<file path="src/rtl/mc_ctrl_pkg.sv">
// rtl/mc_ctrl_pkg.sv - Opcodes, state type and control encodings shared by mc_ctrl_fsm.
// States BNEEX/LOGIEX are only reachable when MC_CTRL_EXT_OPS_EN is defined.
package mc_ctrl_pkg;

   localparam logic [5:0] OP_RTYPE = 6'b000000;
   localparam logic [5:0] OP_J     = 6'b000010;
   localparam logic [5:0] OP_BEQ   = 6'b000100;
   localparam logic [5:0] OP_BNE   = 6'b000101;
   localparam logic [5:0] OP_ADDI  = 6'b001000;
   localparam logic [5:0] OP_ANDI  = 6'b001100;
   localparam logic [5:0] OP_ORI   = 6'b001101;
   localparam logic [5:0] OP_LW    = 6'b100011;
   localparam logic [5:0] OP_SW    = 6'b101011;

   typedef logic [2:0] aluop_t;
   localparam aluop_t ALU_ADD   = 3'b000;
   localparam aluop_t ALU_SUB   = 3'b001;
   localparam aluop_t ALU_FUNCT = 3'b010;
   localparam aluop_t ALU_AND   = 3'b011;
   localparam aluop_t ALU_OR    = 3'b100;

   localparam logic [1:0] SRCB_B       = 2'b00;
   localparam logic [1:0] SRCB_FOUR    = 2'b01;
   localparam logic [1:0] SRCB_IMM     = 2'b10;
   localparam logic [1:0] SRCB_IMM_SH2 = 2'b11;

   localparam logic [1:0] PCSRC_ALU    = 2'b00;
   localparam logic [1:0] PCSRC_ALUOUT = 2'b01;
   localparam logic [1:0] PCSRC_JUMP   = 2'b10;

   typedef enum logic [3:0] {
      FETCH, DECODE, MEMADR, MEMRD, MEMWB, MEMWR, RTYPEEX, RTYPEWB,
      BEQEX, ADDIEX, ADDIWB, JEX, BNEEX, LOGIEX
   } mc_state_t;

   typedef struct packed {
      logic       memwrite;
      logic       regwrite;
      logic       iord;
      logic       memtoreg;
      logic       regdst;
      logic       alusrca;
      logic [1:0] alusrcb;
      logic [1:0] pcsrc;
      aluop_t     aluop;
      logic       zeroext;
      logic       retire;
   } mc_ctrl_t;

endpackage

</file>
<file path="src/rtl/mc_ctrl_outdec.sv">
// rtl/mc_ctrl_outdec.sv - Combinational state-to-control-word decoder (Moore part of the outputs).
// MC_CTRL_EXT_OPS_EN adds decode for BNEEX and LOGIEX.
module mc_ctrl_outdec
   import mc_ctrl_pkg::*;
(
   input  mc_state_t state,
   output mc_ctrl_t  ctrl
);

   always_comb begin
      ctrl = '0;
      case (state)
         FETCH:   ctrl.alusrcb = SRCB_FOUR;
         DECODE:  ctrl.alusrcb = SRCB_IMM_SH2;
         MEMADR: begin
            ctrl.alusrca = 1'b1;
            ctrl.alusrcb = SRCB_IMM;
         end
         MEMRD:   ctrl.iord = 1'b1;
         MEMWB: begin
            ctrl.regwrite = 1'b1;
            ctrl.memtoreg = 1'b1;
            ctrl.retire   = 1'b1;
         end
         MEMWR: begin
            ctrl.iord     = 1'b1;
            ctrl.memwrite = 1'b1;
         end
         RTYPEEX: begin
            ctrl.alusrca = 1'b1;
            ctrl.alusrcb = SRCB_B;
            ctrl.aluop   = ALU_FUNCT;
         end
         RTYPEWB: begin
            ctrl.regwrite = 1'b1;
            ctrl.regdst   = 1'b1;
            ctrl.retire   = 1'b1;
         end
         BEQEX: begin
            ctrl.alusrca = 1'b1;
            ctrl.alusrcb = SRCB_B;
            ctrl.aluop   = ALU_SUB;
            ctrl.pcsrc   = PCSRC_ALUOUT;
            ctrl.retire  = 1'b1;
         end
         ADDIEX: begin
            ctrl.alusrca = 1'b1;
            ctrl.alusrcb = SRCB_IMM;
         end
         ADDIWB: begin
            ctrl.regwrite = 1'b1;
            ctrl.retire   = 1'b1;
         end
         JEX: begin
            ctrl.pcsrc  = PCSRC_JUMP;
            ctrl.retire = 1'b1;
         end
`ifdef MC_CTRL_EXT_OPS_EN
         BNEEX: begin
            ctrl.alusrca = 1'b1;
            ctrl.alusrcb = SRCB_B;
            ctrl.aluop   = ALU_SUB;
            ctrl.pcsrc   = PCSRC_ALUOUT;
            ctrl.retire  = 1'b1;
         end
         LOGIEX: begin
            ctrl.alusrca = 1'b1;
            ctrl.alusrcb = SRCB_IMM;
            ctrl.aluop   = ALU_AND;
            ctrl.zeroext = 1'b1;
         end
`endif
         default: ctrl = '0;
      endcase
   end

endmodule

</file>
<file path="src/rtl/mc_ctrl_fsm.sv">
// rtl/mc_ctrl_fsm.sv - Multicycle MIPS control FSM: state register, next-state and enable qualification.
// MC_CTRL_EXT_OPS_EN adds bne/andi/ori; undefined, those opcodes decode as illegal.
module mc_ctrl_fsm
   import mc_ctrl_pkg::*;
#(
   parameter int RESET_STATE_FETCH = 1
)
(
   input  logic       clk,
   input  logic       reset,
   input  logic [5:0] op,
   input  logic       zero,
   input  logic       mem_ready,
   output logic       pcen,
   output logic       memwrite,
   output logic       irwrite,
   output logic       regwrite,
   output logic       iord,
   output logic       memtoreg,
   output logic       regdst,
   output logic       alusrca,
   output logic [1:0] alusrcb,
   output logic [1:0] pcsrc,
   output logic [2:0] aluop,
   output logic       zeroext,
   output logic       illegal,
   output logic       retire
);

   if (RESET_STATE_FETCH != 1) begin : g_param_check
      $error("mc_ctrl_fsm: RESET_STATE_FETCH must be 1");
   end

   mc_state_t state_q, state_d;
   mc_ctrl_t  dec;
   logic      op_bad;
   logic      fetch_go;
   logic      branch_taken;

   mc_ctrl_outdec u_outdec (
      .state (state_q),
      .ctrl  (dec)
   );

   always_comb begin
      state_d = state_q;
      op_bad  = 1'b0;
      case (state_q)
         FETCH:   if (mem_ready) state_d = DECODE;
         DECODE: begin
            case (op)
               OP_LW, OP_SW: state_d = MEMADR;
               OP_RTYPE:     state_d = RTYPEEX;
               OP_BEQ:       state_d = BEQEX;
               OP_ADDI:      state_d = ADDIEX;
               OP_J:         state_d = JEX;
`ifdef MC_CTRL_EXT_OPS_EN
               OP_BNE:          state_d = BNEEX;
               OP_ANDI, OP_ORI: state_d = LOGIEX;
`endif
               default: begin
                  state_d = FETCH;
                  op_bad  = 1'b1;
               end
            endcase
         end
         MEMADR:  state_d = (op == OP_SW) ? MEMWR : MEMRD;
         MEMRD:   if (mem_ready) state_d = MEMWB;
         MEMWR:   if (mem_ready) state_d = FETCH;
         RTYPEEX: state_d = RTYPEWB;
         ADDIEX:  state_d = ADDIWB;
         LOGIEX:  state_d = ADDIWB;
         default: state_d = FETCH;
      endcase
   end

   always_ff @(posedge clk or negedge reset) begin
      if (!reset) state_q <= FETCH;
      else        state_q <= state_d;
   end

   // Write enables and pulses are gated by reset directly so nothing fires while it is held.
   always_comb begin
      fetch_go     = (state_q == FETCH) && mem_ready;
      branch_taken = (state_q == BEQEX) && zero;
`ifdef MC_CTRL_EXT_OPS_EN
      branch_taken = branch_taken || ((state_q == BNEEX) && !zero);
`endif
      pcen     = reset && (fetch_go || (state_q == JEX) || branch_taken);
      irwrite  = reset && fetch_go;
      memwrite = reset && dec.memwrite;
      regwrite = reset && dec.regwrite;
      retire   = reset && (dec.retire || ((state_q == MEMWR) && mem_ready));
      illegal  = reset && op_bad;
      iord     = dec.iord;
      memtoreg = dec.memtoreg;
      regdst   = dec.regdst;
      alusrca  = dec.alusrca;
      alusrcb  = dec.alusrcb;
      pcsrc    = dec.pcsrc;
      aluop    = dec.aluop;
      zeroext  = dec.zeroext;
`ifdef MC_CTRL_EXT_OPS_EN
      // IR is stable for the whole instruction, so op picks and/or and keeps zeroext through ADDIWB.
      if ((state_q == LOGIEX) && (op == OP_ORI)) aluop = ALU_OR;
      if ((state_q == ADDIWB) && ((op == OP_ANDI) || (op == OP_ORI))) zeroext = 1'b1;
`endif
   end

endmodule

</file>
<file path="config.mk">
export PLATFORM = sky130hd
export DESIGN_NAME = mc_ctrl_fsm
export DESIGN_NICKNAME = d
export VERILOG_FILES = /design/src/rtl/mc_ctrl_pkg.sv /design/src/rtl/mc_ctrl_outdec.sv /design/src/rtl/mc_ctrl_fsm.sv
export SDC_FILE = /design/constraint.sdc
export NUM_CORES = 1
export LEC_CHECK = 0
export BUFFER_PORTS_ARGS = -buffer_cell sky130_fd_sc_hd__buf_2
export CAP_MARGIN = 30
export CORE_MARGIN = 5
export CORE_UTILIZATION = 45
export CTS_CLUSTER_DIAMETER = 200
export DETAILED_ROUTE_END_ITERATION = 10
export GPL_ROUTABILITY_DRIVEN = 1
export GPL_TIMING_DRIVEN = 1
export PLACE_DENSITY = 0.81
export SLEW_MARGIN = 20
export SYNTH_ARGS = -nofsm -noshare
export SYNTH_HDL_FRONTEND = slang
export SYNTH_SLANG_ARGS = --single-unit
</file>
<file path="constraint.sdc">
create_clock -name clk -period 1.74 [get_ports clk]
set_clock_uncertainty 0.2 [all_clocks]
set_input_delay 0.261 -clock clk [delete_from_list [all_inputs] [get_ports clk]]
set_output_delay 0.261 -clock clk [all_outputs]
set_load 0.05 [all_outputs]
</file>
==> results of run 1 <==
==> what timing repair did <==
item | CTS
hold buffers | 1
pin swaps | 4
resized for setup | 39
endpoints found under the setup margin | 16
setup buffers | 2
endpoints found under the hold margin | 4
==> logic make-up after synthesis <==
logic type / synth area share (%)
XOR/XNOR: 4.38
buffers and inverters: 10.9
AO/OA/AOI/OAI: 21.5
other: 0.626
multiplexers: 3.34
AND/OR/NAND/NOR: 42.6
flip-flops: 16.7
==> metrics by stage <==
| step | setup WS [ps] | std cells | area (um2) | TNS [ps] | hold slack, ps |
|---|---|---|---|---|---|
| 3_5_place_dp | -162 | 145 | 1060 | -570 | -94.9 |
| 2_1_floorplan | -205 | 80 | 729 | -847 | -235 |
| 4_1_cts | -201 | 152 | 1230 | -1770 | 234 |
| 3_3_place_gp | -76.7 | 145 | 1060 | -260 | -101 |
==> flow_summary.json, run 1 <==
{
  "status": "aborted with a tool error",
  "lastStage": "5_1_grt",
  "error_line": "[ERROR DPL-0038] Utilization greater than 100%, impossible to legalize",
  "ys_ff_latch": 4,
  "synth_area_leaders": "dfrtp_1 17%, nand2b_1 7.3%, nor3_1 6.7%, buf_4 6.3%, a21oi_1 4.2%",
  "synth_top_area_share_pct": 16.7,
  "synth_cells": 79,
  "ys.flop_type": "dfrtp_1",
  "place_congestion": 0.809,
  "async_reset_ff_share_pct": 100,
  "synth_area_leader_cell": "dfrtp_1",
  "synth_area_um2": 599,
  "ys_types": 32,
  "ys_seq_area_share_pct": 16.7,
  "dieWidth_um": 46.5,
  "grt_max_degree": 11,
  "clockRootBuffer": "clkbuf_4",
  "placementRows": 13,
  "grt-worst-endpoint": "illegal",
  "h-tree-depth": 1,
  "endpoint_type": "top-level output",
  "numCtsBuffers": 3,
  "clock_path_buffers": 2,
  "synth_edf_count": 0,
  "yosysWarnings": 0,
  "syn_area_per_cell_um2": 7.59,
  "placement.io_buffers": 25,
  "synth.most_common_cell": "nor3_1",
  "synth.top_cells.by_count": "8 x nor3_1, 7 x nand2b_1",
  "die_h_um": 46.5,
  "hpwl_mm": 1.72,
  "initial_core_util_pct": 46.6,
  "clock-sinks": 4,
  "io_pins": 28
}
==> run 2, diff against run 1 <==
Settings changed: CORE_AREA from default to 5 5 66 68, CORE_MARGIN 5 to default, CORE_UTILIZATION 45 to default, CTS_CLUSTER_DIAMETER 200 to default, DIE_AREA from default to 0 0 71 73, PLACE_DENSITY 0.81 to default, PLACE_DENSITY_LB_ADDON from default to 0.15.
==> run 2 against run 1 <==
  * The flow now finishes, with violations (negative setup slack)
  * Synthesized cell count is the same
  * Synthesized area unchanged
==> flow_summary.json, run 2 <==
{
  "reg_top3": "state_q (4)",
  "die_h_um": 73,
  "synth.most_common_cell": "nor3_1",
  "ys_seq_area_share_pct": 16.7,
  "synth.top_cells.by_count": "8 x nor3_1, 7 x nand2b_1",
  "synth_edf_count": 0,
  "vdd_drop_max_mv": 0.398,
  "synthMuxAreaShare_pct": 3.34,
  "synth_top_family_by_area": "simple AND/OR/NAND/NOR gates",
  "die_area_mm2": 0.00518,
  "crit_family": "flip-flops",
  "final_common_cell": "buf_4",
  "cp_num_buf_inv": 2,
  "rrSetupSlack_ps": 140,
  "synth_area_um2": 599,
  "grt_overflow": 0,
  "synth_cells": 79,
  "drv_cap": 0,
  "finalSetupViolCount": 11,
  "max_stage_delay_ps": 450,
  "cp_max_fo": 6,
  "ys_types": 32,
  "placed_area_mm2": 0.00106,
  "clockRootBuffer": "clkbuf_8",
  "grt_pass1_wl_mm": 3.61,
  "p_leak_nw": 0.545,
  "power_density_mw_per_mm2": 1510,
  "ys.flop_type": "dfrtp_1",
  "required_ps": 1280,
  "totalWireLength_mm": 2.12,
  "io_pins": 28,
  "synth_top_area_share_pct": 16.7,
  "fin_ws_ps": -144,
  "initial_core_util_pct": 15.8,
  "violations": "negative setup slack",
  "placement.io_buffers": 25,
  "ys_ff_latch": 4,
  "status": "complete, but fails checks",
  "via_count": 776,
  "async_reset_ff_share_pct": 100,
  "yosysWarnings": 0,
  "hp-class": "in2reg",
  "max_clock_freq_mhz": 531,
  "rsz0062_at_grt": "yes",
  "drive_gt1_share_pct": 69.3,
  "h-tree-depth": 1,
  "cpMostUsedCell": "buf_6",
  "postLayoutCellArea_mm2": 0.00133,
  "grtUsageTotal_pct": 8.79,
  "antenna_found_initial": 0,
  "first_pass_iters": 4,
  "clock_path_buffers": 2,
  "slew_violations": 0,
  "largest_reg_flops": 4,
  "top_register": "state_q",
  "hold_violations": 0,
  "ant_nets": 0,
  "synthSimpleGateAreaFrac_pct": 42.6,
  "synthAdderAreaFrac_pct": 0,
  "numCtsBuffers": 3,
  "synth_area_leaders": "dfrtp_1 17%, nand2b_1 7.3%, nor3_1 6.7%, buf_4 6.3%, a21oi_1 4.2%",
  "synth_area_leader_cell": "dfrtp_1",
  "core-area_mm2": 0.00380,
  "arrival_ps": 1420,
  "routed_via_density": 4.15,
  "wl_per_cell_um": 11.4,
  "cts_tree": "built",
  "clk_latency_ps": 220,
  "synth-compound-area-share_pct": 21.5,
  "placementRows": 23,
  "critPathLaunchType": "flop",
  "crit_type": "reg2out",
  "path_cells": "buf_6 > nor3_4 > a31oi_2 > nor3b_4 > buf_6",
  "area_delta_synth_final_pct": 122,
  "fin_util_pct": 35.0,
  "crit_path_end_kind": "primary output",
  "clkTransAtPathRegs_ps": 30,
  "period_needed_ps": 1880,
  "grt_max_degree": 8,
  "drtIter0Drc": 14,
  "fin_nets": 148,
  "syn_area_per_cell_um2": 7.59,
  "fin_crit_sh_pct": 108,
  "clock-sinks": 4,
  "place_congestion": 0.737,
  "drc": 0,
  "grt_pass1_vias": 798,
  "cpMaxStageDelayCell": "dfrtp_2",
  "place_ws_ps": -124,
  "diodes": 0,
  "dieWidth_um": 71,
  "hpwl_mm": 1.69,
  "synth_xor_area_share_pct": 4.38,
  "final_cell_mix": "30 x buf_4, 20 x buf_6, 9 x buf_2"
}
run 2: final timing paths:
| kind | from | endpoint | cells after the start |
|---|---|---|---|
| worst min register to register | state_q[2] | state_q[3] | 2 |
| worst min-delay path | op[4] | state_q[3] | 5 |
| worst max-delay path | state_q[1] | pcen | 5 |
| min in group asynchronous | reset | state_q[2] | 3 |
| max in group asynchronous | reset | state_q[1] | 3 |
| worst max register to register | state_q[2] | state_q[2] | 5 |
run 2: area by class of cell:
type | instances | area (um2)
well taps | 50 | 62.6
multi-input cells | 68 | 598
flip-flops and latches | 4 | 105
clock buffers | 4 | 45.0
fillers | 404 | 2470
repair buffers | 61 | 520
run 2: worst register-to-register path, cell delays in order, from the launching register on:
cell	delay, ps
dfrtp_2	430
buf_4	180
nor3_2	260
nand4b_1	160
and2_1	170
o32ai_2	110
run 2: where the power goes:
part / internal, W / leakage (nW) / switching (W)
Sequential: 0.000132 / 0.0475 / 0.0000593
Clock: 0.000156 / 0.0228 / 0.0000484
Combinational: 0.000720 / 0.474 / 0.000889
run 2: stage by stage:
stage / hold WS, ps / cells / power [W] / TNS [ps]
floorplan: -235 / 80 / 0.00117 / -847
global placement: 50.4 / 175 / 0.00150 / -218
detailed placement: 43.5 / 175 / 0.00151 / -326
CTS: 278 / 186 / 0.00199 / -984
global route: 324 / 187 / 0.00213 / -1750
finish: 291 / 187 / 0.00200 / -884
run 2: timing repair:
item / in CTS / in global routing
hold buffers: 1 / 0
endpoints found under the hold margin: 4 / 0
endpoints found under the setup margin: 16 / 16
resized for setup: 46 / 6
pin swaps: 4 / 2
buffers inserted: 6 / 1
run 2: cell families (layout without fill, tap and decap cells):
family          count (synthesis)  after routing
other cells                     1              2
flops                           4              4
compound gates                 19             19
xor+xnor                        3              3
simple gates                   42             42
mux                             2              2
buf+inv                         8             65
run 2: routing by layer:
metal	vias up	wire (um)	GRT usage, %
met3	2	100	0.689
met4	0	24	4.38
li1	404	-	-
met1	347	936	11.3
met5	-	0	0
met2	23	1060	14.8
Note: power is estimated with default switching activity, not from simulation.
==> run 3, diff against run 2 <==
Settings changed: CTS_CLUSTER_SIZE from default to 28, GPL_TIMING_DRIVEN 1 to 0.
==> run 3 against run 2 <==
  * The flow still finishes with violations (negative setup slack)
  * Wire length down 1.8%
  * Flip-flop and latch count unchanged
  * Sequential power up 7%
  * Power grew 4.8%
  * Maximum frequency decreased by 3.1%
  * Sequential share of layout area is 0.21 points higher
  * Critical path depth unchanged
  * Setup slack lost 60 ps
  * Hold slack worse by 91 ps
==> flow_summary.json, run 3 (same netlist as run 2, synthesis figures left out) <==
{
  "dp.cells": 154,
  "core-area_mm2": 0.00380,
  "numCtsBuffers": 3,
  "place_ws_ps": -201,
  "cp_max_fo": 7,
  "period_needed_ps": 1940,
  "dieWidth_um": 71,
  "reg2reg_depth": 5,
  "top_layer": "met4",
  "hpwl_mm": 1.52,
  "slew_violations": 0,
  "grt_pass1_wl_mm": 3.53,
  "first_pass_iters": 3,
  "wl_met1_um": 912,
  "clock_path_buffers": 2,
  "power_density_mw_per_mm2": 1640,
  "crit_path_end_kind": "primary output",
  "drtIter0Drc": 12,
  "drc": 0,
  "placementRows": 23,
  "drive_gt1_share_pct": 68.6,
  "top_register": "state_q",
  "fin_ws_ps": -204,
  "arrival_ps": 1480,
  "rsz0062_at_grt": "yes",
  "io_pins": 28,
  "die_area_mm2": 0.00518,
  "h-tree-depth": 1,
  "n_fill_cell": 407,
  "reg_top3": "state_q (4)",
  "crit_type": "reg2out",
  "violations": "negative setup slack",
  "p_leak_nw": 0.482,
  "fin_cells": 168,
  "wl_per_cell_um": 12.4,
  "status": "complete, but fails checks",
  "ant_nets": 0,
  "clock-sinks": 4,
  "critPathLaunchType": "flop",
  "wl_met2_mm": 1.00,
  "clockRootBuffer": "clkbuf_8",
  "final-seq-area_um2": 104,
  "vdd_drop_max_mv": 0.519,
  "finalSetupViolCount": 12,
  "postLayoutCellArea_mm2": 0.00128,
  "largest_reg_flops": 4,
  "fin_crit_sh_pct": 112,
  "totalWireLength_mm": 2.09,
  "hp-class": "in2reg",
  "fin_nets": 129,
  "required_ps": 1280,
  "final_cell_mix": "17 x buf_6, 10 x buf_4, 8 x buf_2",
  "grtUsageTotal_pct": 8.61,
  "grt_overflow": 0,
  "placed_area_um2": 912,
  "grt_pass1_vias": 752,
  "hold_ws_ps": 200,
  "cts_tree": "built",
  "diodes": 0,
  "die_h_um": 73,
  "route.met3.wl_um": 128,
  "area_delta_synth_final_pct": 114,
  "via_count": 740,
  "initial_core_util_pct": 15.8,
  "drv_cap": 0,
  "max_clock_freq_mhz": 514,
  "routed_via_density": 4.40,
  "fin_util_pct": 33.7,
  "antenna_found_initial": 0,
  "grt_max_degree": 11,
  "multi_input_area_um2": 658,
  "worstHoldPathCells": 4,
  "clk_latency_ps": 220,
  "hold_violations": 0,
  "placement.io_buffers": 24,
  "clkTransAtPathRegs_ps": 30,
  "final_common_cell": "buf_6",
  "place_congestion": 0.709
}
-- run 3: stage by stage --
step / setup TNS (ps) / power [W]
6_report: -1110 / 0.00210
5_1_grt: -2100 / 0.00223
4_1_cts: -1260 / 0.00199
3_5_place_dp: -898 / 0.00139
3_3_place_gp: -945 / 0.00139
2_1_floorplan: -847 / 0.00117
-- run 3: critical path: stages (launching register included) --
cell and delay [ps]:
dfrtp_2 490, mux2i_2 310, nor3_4 50, a31oi_2 200, nor3b_4 60, buf_6 150
-- run 3: what timing repair did --
action / in CTS / in global routing
endpoints found under the hold margin: 4 / 0
buffers inserted: 9 / 1
pin swaps: 6 / 4
hold buffers: 1 / 0
setup endpoints to repair: 16 / 16
gates resized for setup: 52 / 18
-- run 3: path summary, 6_finish.rpt --
path | slack, ps | startpoint | end
max | -200 | state_q[3] | pcen
min | 200 | op[5] | state_q[0]
max reg2reg | 180 | state_q[2] | state_q[2]
min reg2reg | 530 | state_q[1] | state_q[2]
max in group asynchronous | 780 | reset | state_q[1]
min in group asynchronous | 360 | reset | state_q[3]
-- run 3: metal layers --
metal  vias up  track usage [%]
met5         -                0
met4         0             4.38
met3         5             1.79
met2        24             13.7
met1       343             11.0
li1        368                -
-- run 3: layout make-up --
| cell class | count | area share, % |
|---|---|---|
| multi-input combinational | 68 | 51.4 |
| sequential | 4 | 8.11 |
| buffer | 8 | 7.42 |
| clock buffer | 4 | 3.52 |
| tap | 50 | 4.88 |
| timing repair buffer | 34 | 24.7 |
-- run 3: where the power goes --
group / leakage, nW / total [W] / internal [W] / switching, W
Clock: 0.0228 / 0.000204 / 0.000156 / 0.0000480
Combinational: 0.410 / 0.00169 / 0.000764 / 0.000927
Sequential: 0.0487 / 0.000205 / 0.000129 / 0.0000752
Total: 0.482 / 0.00210 / 0.00105 / 0.00105
==> run 4, diff against run 3 <==
Settings changed: ABC_AREA from default to 1, CTS_BUF_LIST from default to sky130_fd_sc_hd__clkbuf_8 sky130_fd_sc_hd__clkbuf_16, SLEW_MARGIN 20 to default.
==> run 4 against run 3 <==
  * The flow still finishes with violations (negative setup slack)
  * Clock-buffer cell count decreased by 1
  * Hold slack improved by 23 ps
  * Core utilization fell by 3.9 points
  * Maximum frequency rose by 4.1%
  * Via count up 0.54%
  * Die area did not move
  * Combinational power decreased by 21%
  * Synthesized cell count up 34%
  * Critical path type unchanged
==> flow_summary.json, run 4 <==
{
  "status": "complete, but fails checks",
  "violations": "negative setup slack",
  "grt_max_degree": 6,
  "p_int_w": 0.000800,
  "grt_pass1_wl_mm": 3.25,
  "reg_top3": "state_q (4)",
  "antenna_found_initial": 0,
  "first_pass_iters": 2,
  "routed_via_density": 3.80,
  "drtIter0Drc": 13,
  "grt_overflow": 0,
  "p_leak_nw": 0.568,
  "dieWidth_um": 71,
  "hold_violations": 0,
  "fin_nets": 158,
  "ys.flop_type": "dfrtp_1",
  "drc": 0,
  "h-tree-depth": 1,
  "critPathLaunchType": "flop",
  "placed_area_um2": 842,
  "fin_crit_sh_pct": 107,
  "clock-sinks": 4,
  "final_common_cell": "nand2_1",
  "ys_types": 18,
  "power_frac_comb_pct": 77.4,
  "postLayoutCellArea_mm2": 0.00113,
  "core-area_mm2": 0.00380,
  "cp_num_buf_inv": 2,
  "hp-class": "in2reg",
  "switchingPower_w": 0.000934,
  "via_count": 744,
  "finalSetupViolCount": 9,
  "cpMaxStageDelayCell": "dfrtp_2",
  "totalWireLength_mm": 1.89,
  "rsz0062_at_grt": "yes",
  "period_needed_ps": 1870,
  "placementRows": 23,
  "ys_seq_area_share_pct": 17.7,
  "fin_setup_tns_ps": -688,
  "slew_violations": 0,
  "hold_ws_ps": 223,
  "synth_area_um2": 566,
  "wl_per_cell_um": 9.66,
  "clk_latency_ps": 210,
  "drive_gt1_share_pct": 56.2,
  "vdd_drop_max_mv": 0.349,
  "clkTransAtPathRegs_ps": 30,
  "drv_cap": 0,
  "die_area_mm2": 0.00518,
  "arrival_ps": 1410,
  "grt_pass1_vias": 753,
  "max_clock_freq_mhz": 535,
  "grtUsageTotal_pct": 7.71,
  "die_h_um": 73,
  "initial_core_util_pct": 14.9,
  "n_fill_cell": 446,
  "synth.most_common_cell": "nand2_1",
  "synth_area_leaders": "nand2_1 19%, dfrtp_1 18%, inv_1 13%, nor2_1 11%, nand3_1 9.7%",
  "power_density_mw_per_mm2": 1530,
  "path_cells": "inv_2 > nand2_4 > nor2_4 > nand2_2 > a31oi_4 > buf_6",
  "p_clk_share_pct": 11.1,
  "area_delta_synth_final_pct": 100,
  "crit_type": "reg2out",
  "cts_tree": "built",
  "ant_nets": 0,
  "diodes": 0,
  "numCtsBuffers": 3,
  "max_stage_delay_ps": 450,
  "final-seq-area_um2": 104,
  "final_cell_mix": "23 x nand2_1, 13 x inv_1, 13 x buf_6",
  "yosysWarnings": 0,
  "top_register": "state_q",
  "placement.io_buffers": 25,
  "synth.top_cells.by_count": "29 x nand2_1, 19 x inv_1, 17 x nor2_1",
  "p_total_w": 0.00173,
  "crit_family": "flip-flops",
  "place_congestion": 0.736,
  "synth_edf_count": 0,
  "largest_reg_flops": 4,
  "required_ps": 1280,
  "clockRootBuffer": "clkbuf_8",
  "synth_cells": 106,
  "io_pins": 28,
  "async_reset_ff_share_pct": 100,
  "switching_share_pct": 53.9,
  "p_seq_share_pct": 11.5,
  "ys_ff_latch": 4,
  "clock_path_buffers": 2,
  "synth_area_leader_cell": "nand2_1",
  "multi_input_area_um2": 520,
  "syn_area_per_cell_um2": 5.34,
  "cp_max_fo": 5,
  "fin_ws_ps": -127,
  "crit_path_end_kind": "primary output",
  "synth_top_area_share_pct": 19.2,
  "hpwl_mm": 1.54
}
-- run 4: cell count changes after synthesis, moves of 4 or more --
cell      previous run  this run
nor2_1               5        17
nand2_1              4        29
nor2b_1              4         0
nand3_1              1        11
nor2_2               0         4
inv_1                0        19
nand2b_1             7         0
nor3_1               8         0
-- run 4: tightest hold or removal path: cells and delay by family --
| family | cells | cell delay, ps |
|---|---|---|
| buffers and inverters | 1 | 90 |
| AOI/OAI and AO/OA | 1 | 50 |
| and+or+nand+nor | 3 | 190 |
-- run 4: path summary, 6_finish.rpt --
kind,startpoint,cells past startpoint,slack (ps),to
min in group asynchronous,reset,2,260,state_q[3]
max,state_q[1],6,-130,retire
max in group asynchronous,reset,2,900,state_q[0]
max reg2reg,state_q[1],8,320,state_q[2]
min reg2reg,state_q[3],2,400,state_q[3]
min,op[4],5,220,state_q[1]
-- run 4: final cells by class --
class	count	share of cell area, %
Sequential cell	4	9.17
Timing Repair Buffer	36	26.6
Clock buffer	3	3.65
Tap cell	50	5.52
Multi-Input combinational cell	79	46.0
Buffer	2	1.33
Inverter	22	7.73
-- run 4: per-stage QoR --
step / cells / util (%) / worst slack (ps)
after floorplan: 107 / - / -174
after global placement: 182 / 22.2 / -140
after detailed placement: 182 / 22.2 / -140
after CTS: 191 / 27.5 / -120
after global routing: 196 / 29.8 / -174
final: 196 / 29.8 / -127
-- run 4: power groups by stage --
stage          sequential (W)  clock [W]  combinational (W)
2_1_floorplan        0.000167          0           0.000758
3_3_place_gp         0.000173          0           0.000948
3_5_place_dp         0.000174          0           0.000947
4_1_cts              0.000191   0.000200            0.00120
5_1_grt              0.000203   0.000207            0.00144
6_report             0.000199   0.000193            0.00134
-- run 4: cell families (layout without fill, tap and decap cells) --
| group | count (synthesis) | in the layout | share of synthesized area, % |
|---|---|---|---|
| compound gates | 7 | 7 | 6.86 |
| buf+inv | 24 | 63 | 17.3 |
| other cells | 1 | 2 | 0.663 |
| simple gates | 70 | 70 | 57.5 |
| flops | 4 | 4 | 17.7 |
-- run 4: routing by layer --
metal,vias to the layer above,share of wire (%),global-route usage (%)
met5,-,0,0
met4,0,1.0,4.38
met3,2,4.1,0.689
met2,22,48,12.3
met1,321,47,10.2
li1,399,-,-
-- run 4: repair_timing --
| action | CTS | global route |
|---|---|---|
| endpoints found under the hold margin | 4 | 0 |
| pin swaps | 10 | 3 |
| setup endpoints to repair | 15 | 16 |
| resized for setup | 38 | 17 |
| buffers inserted | 5 | 5 |
| hold buffers | 1 | 0 |
